===== src/rtl/drv_audio_i2s_slave_if.sv =====
// Stream side of the slave I2S port: TX words toward the pads, RX words from the pads.
// Both directions are fire-and-forget pulses; the pad timing sets the pace.
interface drv_audio_i2s_slave_if #(
    parameter int p_width = 16
);
    // Handshake: there is no backpressure. o_ack pulses for one cycle when i_dat is
    // captured at a frame start, so i_dat must already hold the next frame's words;
    // o_req pulses for one cycle in the same cycle that o_dat first shows a new frame.
    logic [1:0][p_width-1:0] i_dat;
    logic                    o_ack;
    logic [1:0][p_width-1:0] o_dat;
    logic                    o_req;

    modport master (output i_dat, input o_ack, input o_dat, input o_req);
    modport slave  (input i_dat, output o_ack, output o_dat, output o_req);
endinterface


===== src/rtl/drv_audio_i2s_slave.sv =====
// Slave-side I2S / left-justified port: BCLK and LRCK come from an external master,
// stereo words are deserialised from SDIN and serialised onto SDOUT.
module drv_audio_i2s_slave #(
    parameter int p_width = 16,
    parameter int p_delay = 0
) (
    input  logic i_clk,
    input  logic i_rst,
    input  logic i_drv_bclk,
    input  logic i_drv_lrck,
    input  logic i_drv_sdin,
    output logic o_drv_sdout,
    drv_audio_i2s_slave_if.slave strm
);
    // Bit counters hold (bit index + p_delay) so they never go negative.
    localparam int                 CW      = $clog2(p_width + p_delay + 1);
    localparam logic [CW-1:0]      CNT_MAX = CW'(p_width + p_delay);
    localparam logic [CW-1:0]      CNT_OFS = CW'(p_delay);
    localparam logic [CW-1:0]      WIDTH_C = CW'(p_width);
    localparam logic [CW-1:0]      MSB_IDX = CW'(p_width - 1);
    localparam logic [p_width-1:0] LSB_ONE = {{(p_width-1){1'b0}}, 1'b1};

    typedef logic [1:0][p_width-1:0] pair_t;

    // One-hot mask of the word bit addressed by a counter; zero outside the data slots.
    function automatic logic [p_width-1:0] slot_mask(input logic [CW-1:0] cnt);
        logic [CW-1:0] rel;
        rel = cnt - CNT_OFS;
        slot_mask = (rel < WIDTH_C) ? (LSB_ONE << (MSB_IDX - rel)) : '0;
    endfunction

    logic [2:0] bclk_q;
    logic [1:0] lrck_q;
    logic [1:0] sdin_q;
    logic       bclk_rise, bclk_fall, lrck_s, sdin_s;

    logic               rx_lr_prev_q, rx_lr_prev_d;
    logic [CW-1:0]      rx_cnt_q, rx_cnt_d;
    pair_t              rx_word_q, rx_word_d;
    logic               locked_q, locked_d;
    pair_t              dat_q, dat_d;
    logic               req_q, req_d;
    logic [p_width-1:0] rx_mask;

    logic               tx_lr_prev_q, tx_lr_prev_d;
    logic [CW-1:0]      tx_cnt_q, tx_cnt_d;
    logic [p_width-1:0] tx_word_q, tx_word_d;
    pair_t              tx_buf_q, tx_buf_d;
    logic               ack_q, ack_d;
    logic               sdout_q, sdout_d;

    always_ff @(posedge i_clk or posedge i_rst) begin
        if (i_rst) begin
            bclk_q <= '0;
            lrck_q <= '0;
            sdin_q <= '0;
        end else begin
            bclk_q <= {bclk_q[1:0], i_drv_bclk};
            lrck_q <= {lrck_q[0], i_drv_lrck};
            sdin_q <= {sdin_q[0], i_drv_sdin};
        end
    end

    // LRCK/SDIN use the same sync depth as BCLK so they line up with the strobes.
    assign bclk_rise = bclk_q[1] & ~bclk_q[2];
    assign bclk_fall = ~bclk_q[1] & bclk_q[2];
    assign lrck_s    = lrck_q[1];
    assign sdin_s    = sdin_q[1];

    always_comb begin
        rx_lr_prev_d = rx_lr_prev_q;
        rx_cnt_d     = rx_cnt_q;
        rx_word_d    = rx_word_q;
        locked_d     = locked_q;
        dat_d        = dat_q;
        req_d        = 1'b0;
        rx_mask      = '0;
        if (bclk_rise) begin
            rx_lr_prev_d = lrck_s;
            if (lrck_s != rx_lr_prev_q) begin
                rx_cnt_d          = '0;
                rx_word_d[lrck_s] = '0;
                if (!lrck_s) begin
                    // First 1->0 only arms the lock; the frame before it may be partial.
                    if (locked_q) begin
                        dat_d = rx_word_q;
                        req_d = 1'b1;
                    end
                    locked_d = 1'b1;
                end
            end else if (rx_cnt_q != CNT_MAX) begin
                rx_cnt_d = rx_cnt_q + 1'b1;
            end
            rx_mask = slot_mask(rx_cnt_d);
            rx_word_d[lrck_s] = sdin_s ? (rx_word_d[lrck_s] | rx_mask)
                                       : (rx_word_d[lrck_s] & ~rx_mask);
        end
    end

    always_comb begin
        tx_lr_prev_d = tx_lr_prev_q;
        tx_cnt_d     = tx_cnt_q;
        tx_word_d    = tx_word_q;
        tx_buf_d     = tx_buf_q;
        ack_d        = 1'b0;
        sdout_d      = sdout_q;
        if (bclk_fall) begin
            tx_lr_prev_d = lrck_s;
            if (lrck_s != tx_lr_prev_q) begin
                tx_cnt_d = '0;
                if (!lrck_s) begin
                    // Channel 0 takes the fresh word directly so the new frame uses it.
                    tx_buf_d  = strm.i_dat;
                    tx_word_d = strm.i_dat[0];
                    ack_d     = 1'b1;
                end else begin
                    tx_word_d = tx_buf_q[1];
                end
            end else if (tx_cnt_q != CNT_MAX) begin
                tx_cnt_d = tx_cnt_q + 1'b1;
            end
            sdout_d = |(tx_word_d & slot_mask(tx_cnt_d));
        end
    end

    always_ff @(posedge i_clk or posedge i_rst) begin
        if (i_rst) begin
            rx_lr_prev_q <= 1'b0;
            rx_cnt_q     <= '0;
            rx_word_q    <= '0;
            locked_q     <= 1'b0;
            dat_q        <= '0;
            req_q        <= 1'b0;
            tx_lr_prev_q <= 1'b0;
            tx_cnt_q     <= '0;
            tx_word_q    <= '0;
            tx_buf_q     <= '0;
            ack_q        <= 1'b0;
            sdout_q      <= 1'b0;
        end else begin
            rx_lr_prev_q <= rx_lr_prev_d;
            rx_cnt_q     <= rx_cnt_d;
            rx_word_q    <= rx_word_d;
            locked_q     <= locked_d;
            dat_q        <= dat_d;
            req_q        <= req_d;
            tx_lr_prev_q <= tx_lr_prev_d;
            tx_cnt_q     <= tx_cnt_d;
            tx_word_q    <= tx_word_d;
            tx_buf_q     <= tx_buf_d;
            ack_q        <= ack_d;
            sdout_q      <= sdout_d;
        end
    end

    assign o_drv_sdout = sdout_q;
    assign strm.o_dat  = dat_q;
    assign strm.o_req  = req_q;
    assign strm.o_ack  = ack_q;
endmodule


===== src/flat_wrapper.sv =====
// flat-port wrapper written by rule: the top's interface ports become plain ports
module drv_audio_i2s_slave_flat 
#(
    parameter int p_width = 16,
    parameter int p_delay = 0
)
  (i_clk, i_rst, i_drv_bclk, i_drv_lrck, i_drv_sdin, o_drv_sdout, strm_i_dat, strm_o_ack, strm_o_dat, strm_o_req);
  drv_audio_i2s_slave_if #(.p_width(p_width)) strm_i ();
  input  logic i_clk;
  input  logic i_rst;
  input  logic i_drv_bclk;
  input  logic i_drv_lrck;
  input  logic i_drv_sdin;
  output logic o_drv_sdout;
  input wire logic [$bits(strm_i.i_dat)-1:0] strm_i_dat;
  output wire logic [$bits(strm_i.o_ack)-1:0] strm_o_ack;
  output wire logic [$bits(strm_i.o_dat)-1:0] strm_o_dat;
  output wire logic [$bits(strm_i.o_req)-1:0] strm_o_req;
  assign strm_i.i_dat = strm_i_dat;
  assign strm_o_ack = strm_i.o_ack;
  assign strm_o_dat = strm_i.o_dat;
  assign strm_o_req = strm_i.o_req;
  drv_audio_i2s_slave #(.p_width(p_width), .p_delay(p_delay)) u_core (.i_clk(i_clk), .i_rst(i_rst), .i_drv_bclk(i_drv_bclk), .i_drv_lrck(i_drv_lrck), .i_drv_sdin(i_drv_sdin), .o_drv_sdout(o_drv_sdout), .strm(strm_i));
endmodule

===== config.mk =====
export PLATFORM = sky130hd
export DESIGN_NAME = drv_audio_i2s_slave_flat
export DESIGN_NICKNAME = d
export VERILOG_FILES = /design/src/rtl/drv_audio_i2s_slave_if.sv /design/src/rtl/drv_audio_i2s_slave.sv /design/src/flat_wrapper.sv
export SDC_FILE = /design/constraint.sdc
export NUM_CORES = 1
export LEC_CHECK = 0
export CAP_MARGIN = 20
export CORE_ASPECT_RATIO = 1.5
export CORE_MARGIN = 2
export CORE_UTILIZATION = 55
export DETAILED_ROUTE_END_ITERATION = 16
export PLACE_DENSITY_LB_ADDON = 0.25
export SLEW_MARGIN = 10
export SYNTH_ARGS = -nofsm -noshare
export SYNTH_HDL_FRONTEND = slang
export SYNTH_SLANG_ARGS = --single-unit

===== constraint.sdc =====
create_clock -name i_clk -period 6.3 [get_ports i_clk]
set_input_delay 1.89 -clock i_clk [delete_from_list [all_inputs] [get_ports i_clk]]
set_output_delay 1.89 -clock i_clk [all_outputs]
set_load 0.01 [all_outputs]

==> summary.md, run 1 <==
| Metric | Value |
|---|---|
| Power consumption | 2.25 mW |
| Worst hold path type | flop to flop |
| Antenna Nets Post-Route | 0 |
| Max-slew headroom | 0.410 |
| Slowest cell on crit path | clkdlybuf4s50_1 |
| Clock share of power | 0.397 |
| GRT overflow | 0 |
| Tightest Pin Transition | 883 ps |
| RSZ-0062 raised after global routing | no |
| Critical Path Start | u_core.strm.o_dat[19] |
| DR DRC count | 0 |
| I/O Pins | 72 |
| Diodes inserted | 0 |
| Yosys warns | 0 |
| CTS Hold Bufs | 0 |
| Tmin final | 3210 ps |
| TNS Setup | 0 ps |
| Int Pwr | 1.64 mW |
| Cell Chain, Critical Path | clkdlybuf4s50_1 |
| Post-synthesis cell type count | 46 |
| Row Count | 44 |
| CTS root buffer | clkbuf_16 |
| Largest net degree at the start of global routing | 86 |
| Setup crit end kind | output pin |
| Hpwl dp | 7850 um |
| Logic gate share of total power | 0.176 |
| Total clock sinks | 119 |
| Slowest stage delay, CP | 550 ps |
| Primary FF master, synth | dfrtp_1 |
| Multi-input logic area | 2350 um^2 |
| EDFF count, synth | 0 |
| P_leak | 3.03 nW |
| Net Switching | 0.604 mW |
| Clk_skew | 8.47 ps |
| Layout area overhead | 24.5% |
| Post-CTS Resized | 0 |
| Final Setup Violations | 0 |
| Final Hold Viols | 0 |
| Mapped cell area | 5480 um^2 |
| Initial DRC count | 256 |
| Core Area | 9690 um^2 |
| Worst Path Required | 4410 ps |
| Critical Path AT | 1320 ps |
| Number of synthesized register bits | 119 |
| Cells after synthesis | 486 |
| Die footprint | 10800 um^2 |
| Worst reg2reg endpoint | u_core.o_drv_sdout |
| Post-synthesis sequential area ratio | 0.543 |
| Die height | 126 um |
| Initial cell density of the core | 0.566 |
| Clk_lat worst skew | 410 ps |
| Worst R2R Path Depth | 7 |
| Crit-path leading delay family | buffers and inverters |
| Total of max-cap violations | 0 |
| Synth async-reset ratio | 1.00 |
| H-tree depth | 4 |
| Final worst-path cycle share | 0.510 |
| Max-slew violations | 0 |
| Buffers added on ports | 71 |
| Die width | 85.5 um |
| GPL Wtd Cong | 0.871 |
| Overall routing resource usage | 0.229 |
| Syn_nets | 529 |
| Type of origin of the critical path | flop |
| Global-route wire length before repair | 19200 um |
| WP depth | 1 |
| Switching Fraction | 0.268 |
| R2r startpoint | u_core.tx_cnt_q[0] |
| CTS buffer count | 17 |
| Pwr Density | 329 nW/um^2 |
| Vias | 3941 |
| Syn_area_per_cell | 11.3 um^2 |
| Vias per inst | 5.80 |
| Number of global-route vias before repair | 4072 |
| Outcome | complete, no violations |
| Crit path to | strm_o_dat[19] |
| Seq pwr share | 0.427 |
| VDD IR-drop max | 0.240 mV |
| Clock Tree Buf Depth | 2 |
| Worst-path clk slew | 60 ps |
| Register Area | 2980 um^2 |
| Fin nets | 595 |
| Average routed wire per standard cell | 17.4 um |
| Worst Setup Path Type | flop to output pin |
| Layout cell share with drive strength beyond 1 | 0.170 |
| Post-CTS Setup Bufs | 0 |
| FMAX | 0.311 GHz |
| Worst Path Buf+Inv | 1 |
| Max FO, Critical Path | 2 |
| WL final | 11800 um |
| CTS tree | built |
| Initial antenna violation count | 0 |
| 1st-pass router iterations | 4 |
| FF-to-FF setup slack | 3510 ps |
| Fillers | 700 |
worst min path at each step:
stage                      from                to  slack [ps]  depth (start not counted)
2_1_floorplan  u_core.bclk_q[0]  u_core.bclk_q[1]         330                          0
3_3_place_gp   u_core.sdin_q[0]  u_core.sdin_q[1]         330                          0
3_5_place_dp   u_core.sdin_q[0]  u_core.sdin_q[1]         340                          0
4_1_cts        u_core.sdin_q[0]  u_core.sdin_q[1]         350                          0
5_1_grt        u_core.sdin_q[0]  u_core.sdin_q[1]         360                          0
6_report       u_core.sdin_q[0]  u_core.sdin_q[1]         350                          0
metrics by stage:
stage / setup slack, ps / area (um^2) / instances / utilization / hold WS (ps)
final: 3090 / 6830 / 680 / 0.705 / 349
after global routing: 3040 / 6830 / 680 / 0.705 / 356
after CTS: 3070 / 6800 / 679 / 0.702 / 349
after detailed placement: 2670 / 6250 / 647 / 0.645 / 337
after global placement: 2710 / 6250 / 647 / 0.645 / 333
after floorplan: 1250 / 5480 / 486 / - / 331
logic make-up (layout without fill, tap and decap cells):
family / after synthesis / after routing / synth area share
simple gates: 134 / 134 / 0.117
flops: 119 / 119 / 0.543
mux: 91 / 91 / 0.181
compound gates: 90 / 90 / 0.102
buf+inv: 38 / 117 / 0.0288
xor+xnor: 8 / 8 / 0.0141
fa+ha+maj: 6 / 6 / 0.0137
metal layers:
layer / global-route usage / part of all wire / routed length (um) / vias to the layer above
li1: - / - / - / 1849
met1: 0.266 / 0.41 / 4840 / 1975
met2: 0.398 / 0.53 / 6310 / 95
met3: 0.0511 / 0.033 / 389 / 22
met4: 0.106 / 0.024 / 280 / 0
met5: 0 / 0 / 0 / -
cell usage after synthesis, types with 2 or more instances:
cell	instances	area [um^2]
a21o_1	7	52.6
mux2i_1	33	330
nor3_1	3	15.0
nor2_1	32	120
nand2b_1	4	25.0
o21ai_1	3	15.0
xnor2_1	3	26.3
xor2_1	4	35.0
nor3b_1	2	15.0
o31ai_1	2	15.0
nand2_1	54	203
dfrtp_1	119	2980
o311a_1	4	40.0
nand3_1	9	45.0
nor2b_1	13	81.3
nand3b_1	6	45.0
nand4_1	3	18.8
buf_1	3	11.3
o21ai_0	34	170
clkbuf_1	19	71.3
a32o_1	7	70.1
a21oi_1	20	100
o211ai_1	2	15.0
mux2_2	57	642
a31oi_1	3	18.8
nor4b_1	2	17.5
ha_1	6	75.1
buf_2	6	30.0
inv_1	9	33.8
power by group through the flow:
stage | Clock (mW) | Sequential (mW) | Combinational (mW)
2_1_floorplan | 0 | 0.950 | 0.264
3_3_place_gp | 0 | 0.962 | 0.380
3_5_place_dp | 0 | 0.969 | 0.392
4_1_cts | 0.905 | 0.958 | 0.395
5_1_grt | 0.944 | 0.973 | 0.434
6_report | 0.893 | 0.960 | 0.395
area by class of cell:
class                   count  share of cell area
inverters                   9             0.00532
multi-input cells         329               0.344
clock inverters             9              0.0110
well taps                 115              0.0211
clock buffers              23              0.0700
repair buffers             76               0.113
flip-flops and latches    119               0.436
flip-flops by register name, indices dropped and copies added (netlist names), 2 cells and up:
signal             cells
u_core.rx_word_q      32
u_core.strm.o_dat     32
u_core.tx_buf_q       16
u_core.lrck_q          2
u_core.tx_cnt_q        5
u_core.sdin_q          2
u_core.bclk_q          3
u_core.rx_cnt_q        5
u_core.tx_word_q      16
worst register-to-register path, cell delays in order, from the launching register on:
cell,delay (ps)
dfrtp_1,450
inv_1,120
ha_1,230
and4bb_2,240
xnor2_1,640
mux2_2,410
a2111oi_0,410
o211ai_1,150
layout by cell type (no fill, tap or decap), drive strengths merged, types with 7 or more instances in the layout:
cell type,n
a21o,7
a21oi,20
a32o,7
clkbuf,23
clkdlybuf4s50,71
dfrtp,119
inv,9
mux2,57
mux2i,33
nand2,54
nand3,9
nor2,32
nor2b,13
o21ai,38
Note: power is estimated with default switching activity, not from simulation.
==> run 2: changes to the inputs <==
==> constraint.sdc (replaced) <==
create_clock -name i_clk -period 3.24 [get_ports i_clk]
set_input_delay 0.972 -clock i_clk [delete_from_list [all_inputs] [get_ports i_clk]]
set_output_delay 0.972 -clock i_clk [all_outputs]
set_load 0.01 [all_outputs]
==> summary.md, run 2 (same netlist as run 1, synthesis figures left out) <==
| Metric | Value |
|---|---|
| Outcome | complete, no violations |
| Max FO, Critical Path | 5 |
| Max-slew violations | 0 |
| CTS tree | built |
| Initial cell density of the core | 0.566 |
| CTS root buffer | clkbuf_16 |
| Row Count | 44 |
| Fin nets | 601 |
| P_leak | 3.03 nW |
| Number of global-route vias before repair | 4143 |
| Tightest Pin Transition | 864 ps |
| Clk_lat worst skew | 410 ps |
| Overall routing resource usage | 0.239 |
| Diodes inserted | 0 |
| H-tree depth | 4 |
| Total clock sinks | 119 |
| Antenna Nets Post-Route | 0 |
| Vias per inst | 5.76 |
| Max-slew headroom | 0.422 |
| Worst hold slack | 348 ps |
| Post-CTS Setup Bufs | 0 |
| GRT overflow | 0 |
| Hpwl dp | 8240 um |
| Fillers | 706 |
| Clock Tree Buf Depth | 2 |
| CTS buffer count | 17 |
| Cell Chain, Critical Path | inv_1 -> ha_1 -> and4bb_2 -> xnor2_1 -> buf_4 -> mux2i_1 -> nor2_1 -> a2111oi_0 -> o211ai_1 |
| Worst Setup Path Type | flop to flop |
| Final Hold Viols | 0 |
| Setup crit end kind | flop |
| Initial antenna violation count | 0 |
| Total of max-cap violations | 0 |
| FMAX | 0.403 GHz |
| Critical Path AT | 2760 ps |
| WL final | 12000 um |
| Tmin final | 2480 ps |
| Post-place setup slack | 777 ps |
| Crit-path leading delay family | compound AO/OA/AOI/OAI gates |
| Initial DRC count | 166 |
| DR DRC count | 0 |
| Worst hold path type | flop to flop |
| Worst Path Buf+Inv | 2 |
| Clk_skew | 7.02 ps |
| Worst-path clk slew | 50 ps |
| Slowest stage delay, CP | 420 ps |
| Final Setup Violations | 0 |
| Die footprint | 10800 um^2 |
| Commonest non-fill, non-tap cell in the layout | dfrtp_1 |
| Vias | 3945 |
| RSZ-0062 raised after global routing | no |
| Most frequent cells in the layout | dfrtp_1, clkdlybuf4s50_1, mux2_2 |
| Die width | 85.5 um |
| 1st-pass router iterations | 4 |
| Layout cell share with drive strength beyond 1 | 0.175 |
| Largest net degree at the start of global routing | 37 |
| TNS Setup | 0 ps |
| Die height | 126 um |
| CTS Hold Bufs | 0 |
| VDD IR-drop max | 0.522 mV |
| Post-CTS Resized | 0 |
| Worst Path Required | 3510 ps |
| Core Area | 9690 um^2 |
| Final worst setup slack | 756 ps |
| Buffers added on ports | 71 |
| Type of origin of the critical path | flop |
| Average routed wire per standard cell | 17.5 um |
| GPL Wtd Cong | 0.852 |
| Layout Utilization | 0.707 |
| Final worst-path cycle share | 0.767 |
| Layout area overhead | 24.9% |
| Global-route wire length before repair | 20100 um |
| I/O Pins | 72 |
| Pwr Density | 624 nW/um^2 |
| Slowest cell on crit path | dfrtp_1 |
## run 2: changes by cell type in the layout (fill, tap and decap cells not counted)
| cell | delta |
|---|---|
| buf_16 | -1 |
| inv_4 | -1 |
| clkbuf_1 | +1 |
| buf_12 | +3 |
| buf_4 | +4 |
| bufinv_16 | -1 |
| clkbuf_8 | -2 |
| clkinv_2 | -1 |
| clkinvlp_4 | +3 |
## run 2: cell type report
type	instances	area, um^2	area share
Clock buffer	22	454	0.0663
Clock inverter	9	55.1	0.00804
Inverter	9	37.5	0.00548
Multi-Input combinational cell	329	2350	0.343
Sequential cell	119	2980	0.435
Tap cell	115	144	0.0210
Timing Repair Buffer	82	831	0.121
## run 2: path summary, 6_finish.rpt
| path | to | start | slack (ps) | cells past startpoint |
|---|---|---|---|---|
| hold / removal | u_core.sdin_q[1] | u_core.sdin_q[0] | 350 | 0 |
| setup reg to reg | u_core.o_drv_sdout | u_core.tx_cnt_q[0] | 760 | 9 |
| min in group asynchronous | u_core.tx_cnt_q[2] | i_rst | 840 | 2 |
| setup / recovery | u_core.o_drv_sdout | u_core.tx_cnt_q[0] | 760 | 9 |
| hold reg to reg | u_core.sdin_q[1] | u_core.sdin_q[0] | 350 | 0 |
| max in group asynchronous | u_core.strm.o_dat[23] | i_rst | 1720 | 4 |
## run 2: per-layer routing
metal | vias up | GRT usage | wire length [um]
met5 | - | 0 | 0
met4 | 0 | 0.102 | 273
met3 | 24 | 0.0570 | 456
met2 | 93 | 0.413 | 6450
met1 | 1968 | 0.281 | 4810
li1 | 1860 | - | -
## run 2: report_power, final
| group | internal [mW] | leakage [nW] | switching [mW] |
|---|---|---|---|
| clock network | 0.982 | 0.242 | 0.644 |
| registers | 1.71 | 1.54 | 0.161 |
| logic | 0.393 | 1.25 | 0.383 |
## run 2: through the flow
step	std cells	power, mW	area (um^2)
after global routing	685	4.47	6850
after global placement	654	2.63	6340
final	685	4.27	6850
after floorplan	486	2.36	5490
after detailed placement	654	2.67	6340
after CTS	685	4.31	6850
==> run 3: changes to the inputs <==
--- a/config.mk
+++ b/config.mk
@@ -8,7 +8,7 @@
 export CAP_MARGIN = 20
 export CORE_ASPECT_RATIO = 1.5
 export CORE_MARGIN = 2
-export CORE_UTILIZATION = 55
+export CORE_UTILIZATION = 50
 export DETAILED_ROUTE_END_ITERATION = 16
 export PLACE_DENSITY_LB_ADDON = 0.25
 export SLEW_MARGIN = 10
==> constraint.sdc (replaced) <==
create_clock -name i_clk -period 2.2 [get_ports i_clk]
set_input_delay 0.66 -clock i_clk [delete_from_list [all_inputs] [get_ports i_clk]]
set_output_delay 0.66 -clock i_clk [all_outputs]
set_load 0.01 [all_outputs]
==> summary.md, run 3 (same netlist as run 1, synthesis figures left out) <==
| Metric | Value |
|---|---|
| Clk_skew | 5.60 ps |
| Vias | 3955 |
| FF-to-FF setup slack | 30 ps |
| Outcome | complete, no violations |
| Max-slew violations | 0 |
| Total of max-cap violations | 0 |
| Net Switching | 1.83 mW |
| Commonest non-fill, non-tap cell in the layout | dfrtp_1 |
| Die width | 89.5 um |
| 1st-pass router iterations | 4 |
| Buffers added on ports | 71 |
| Placed Instances | 695 |
| Most frequent cells in the layout | dfrtp_1, clkdlybuf4s50_1, mux2_2 |
| CTS Hold Bufs | 0 |
| Final Hold Viols | 0 |
| GPL Wtd Cong | 0.899 |
| Number of global-route vias before repair | 4135 |
| Critical Path Start | u_core.tx_cnt_q[0] |
| Average routed wire per standard cell | 17.0 um |
| CTS root buffer | clkbuf_16 |
| Worst Hold Endpoint | u_core.lrck_q[1] |
| Final worst-path cycle share | 0.986 |
| Worst Setup Path Type | flop to flop |
| Die height | 132 um |
| FMAX | 0.461 GHz |
| Final worst setup slack | 31.2 ps |
| Hold_sp | u_core.lrck_q[0] |
| WL final | 12400 um |
| RSZ-0062 raised after global routing | yes |
| DR DRC count | 0 |
| Overall routing resource usage | 0.223 |
| Total clock sinks | 119 |
| Tmin final | 2170 ps |
| Worst hold path type | flop to flop |
| R2r startpoint | u_core.tx_cnt_q[0] |
| Vias per inst | 5.42 |
| Clk_lat worst skew | 410 ps |
| Fin nets | 616 |
| CTS buffer count | 17 |
| Global-route wire length before repair | 20100 um |
| I/O Pins | 72 |
| Antenna Nets Post-Route | 0 |
| Row Count | 46 |
| Initial antenna violation count | 0 |
| Layout cell share with drive strength beyond 1 | 0.232 |
| Critical Path AT | 2450 ps |
| Initial DRC count | 181 |
| Pwr Density | 928 nW/um^2 |
| H-tree depth | 4 |
| Max-slew headroom | 0.548 |
| GRT overflow | 0 |
| Worst R2R Path Depth | 8 |
| Hpwl dp | 8550 um |
| Int Pwr | 4.76 mW |
| Diodes inserted | 0 |
| Switching Fraction | 0.278 |
| Core Area | 10600 um^2 |
| Setup crit end kind | flop |
| Die footprint | 11800 um^2 |
| Clock share of power | 0.394 |
| Initial cell density of the core | 0.515 |
| Worst hold slack | 346 ps |
| Logic gate share of total power | 0.193 |
| TNS Setup | 0 ps |
| Worst Path Required | 2480 ps |
| Type of origin of the critical path | flop |
| Tightest Pin Transition | 678 ps |
| Post-place setup slack | -42.3 ps |
| VDD IR-drop max | 0.649 mV |
| CTS tree | built |
| Seq pwr share | 0.413 |
| Largest net degree at the start of global routing | 86 |
| Layout Utilization | 0.667 |
| Hold path cells | 0 |
| Fin cells | 730 |
| Worst-path clk slew | 50 ps |
| Layout area overhead | 29.6% |
| Clock Tree Buf Depth | 2 |
| P_leak | 3.13 nW |
| Max FO, Critical Path | 4 |
| Worst reg2reg endpoint | u_core.o_drv_sdout |
| Final Setup Violations | 0 |
## run 3: final cells by class
type                            count  area, um^2
Timing Repair Buffer               97         918
Tap cell                          144         180
Sequential cell                   119        2980
Multi-Input combinational cell    329        2420
Clock buffer                       18         439
Inverter                            9        37.5
Clock inverter                     14         126
Fill cell                         811        3540
## run 3: power groups by stage
stage / logic [mW] / registers (mW) / clock network, mW
after floorplan: 0.761 / 2.72 / 0
after global placement: 1.17 / 2.75 / 0
after detailed placement: 1.20 / 2.76 / 0
after CTS: 1.25 / 2.72 / 2.65
after global routing: 1.41 / 2.76 / 2.74
final: 1.27 / 2.72 / 2.59
## run 3: what timing repair did
action,in CTS,in global routing
endpoints found under the setup margin,14,28
setup buffers,3,0
pin swaps,1,3
gates resized for setup,3,18
## run 3: worst max-delay path by stage
stage | endpoint | slack, ps | cells past startpoint
after detailed placement | u_core.o_drv_sdout | -40 | 8
after floorplan | u_core.o_drv_sdout | -30 | 7
after global routing | u_core.o_drv_sdout | -90 | 8
after CTS | u_core.rx_word_q[14] | 20 | 8
after global placement | u_core.o_drv_sdout | -30 | 8
final | u_core.o_drv_sdout | 30 | 8
## run 3: layer usage
layer | GRT usage | vias to the layer above | wire (um)
met2 | 0.381 | 96 | 6820
met4 | 0.109 | 0 | 303
met1 | 0.251 | 1936 | 4840
met3 | 0.0545 | 23 | 461
li1 | - | 1900 | -
met5 | 0 | - | 0
## run 3: critical path, cell delays in order (launching register included)
cell and delay (ps):
dfrtp_1 380, inv_1 80, ha_1 210, and4bb_2 240
xnor2_2 170, buf_4 180, mux2_2 360, o311ai_1 290
o211ai_1 120
## run 3: metrics by stage
stage                     instance area, um^2  power, mW
after floorplan                          5500       3.48
after global placement                   6450       3.92
after detailed placement                 6450       3.96
after CTS                                7040       6.62
after global routing                     7100       6.91
final                                    7100       6.59
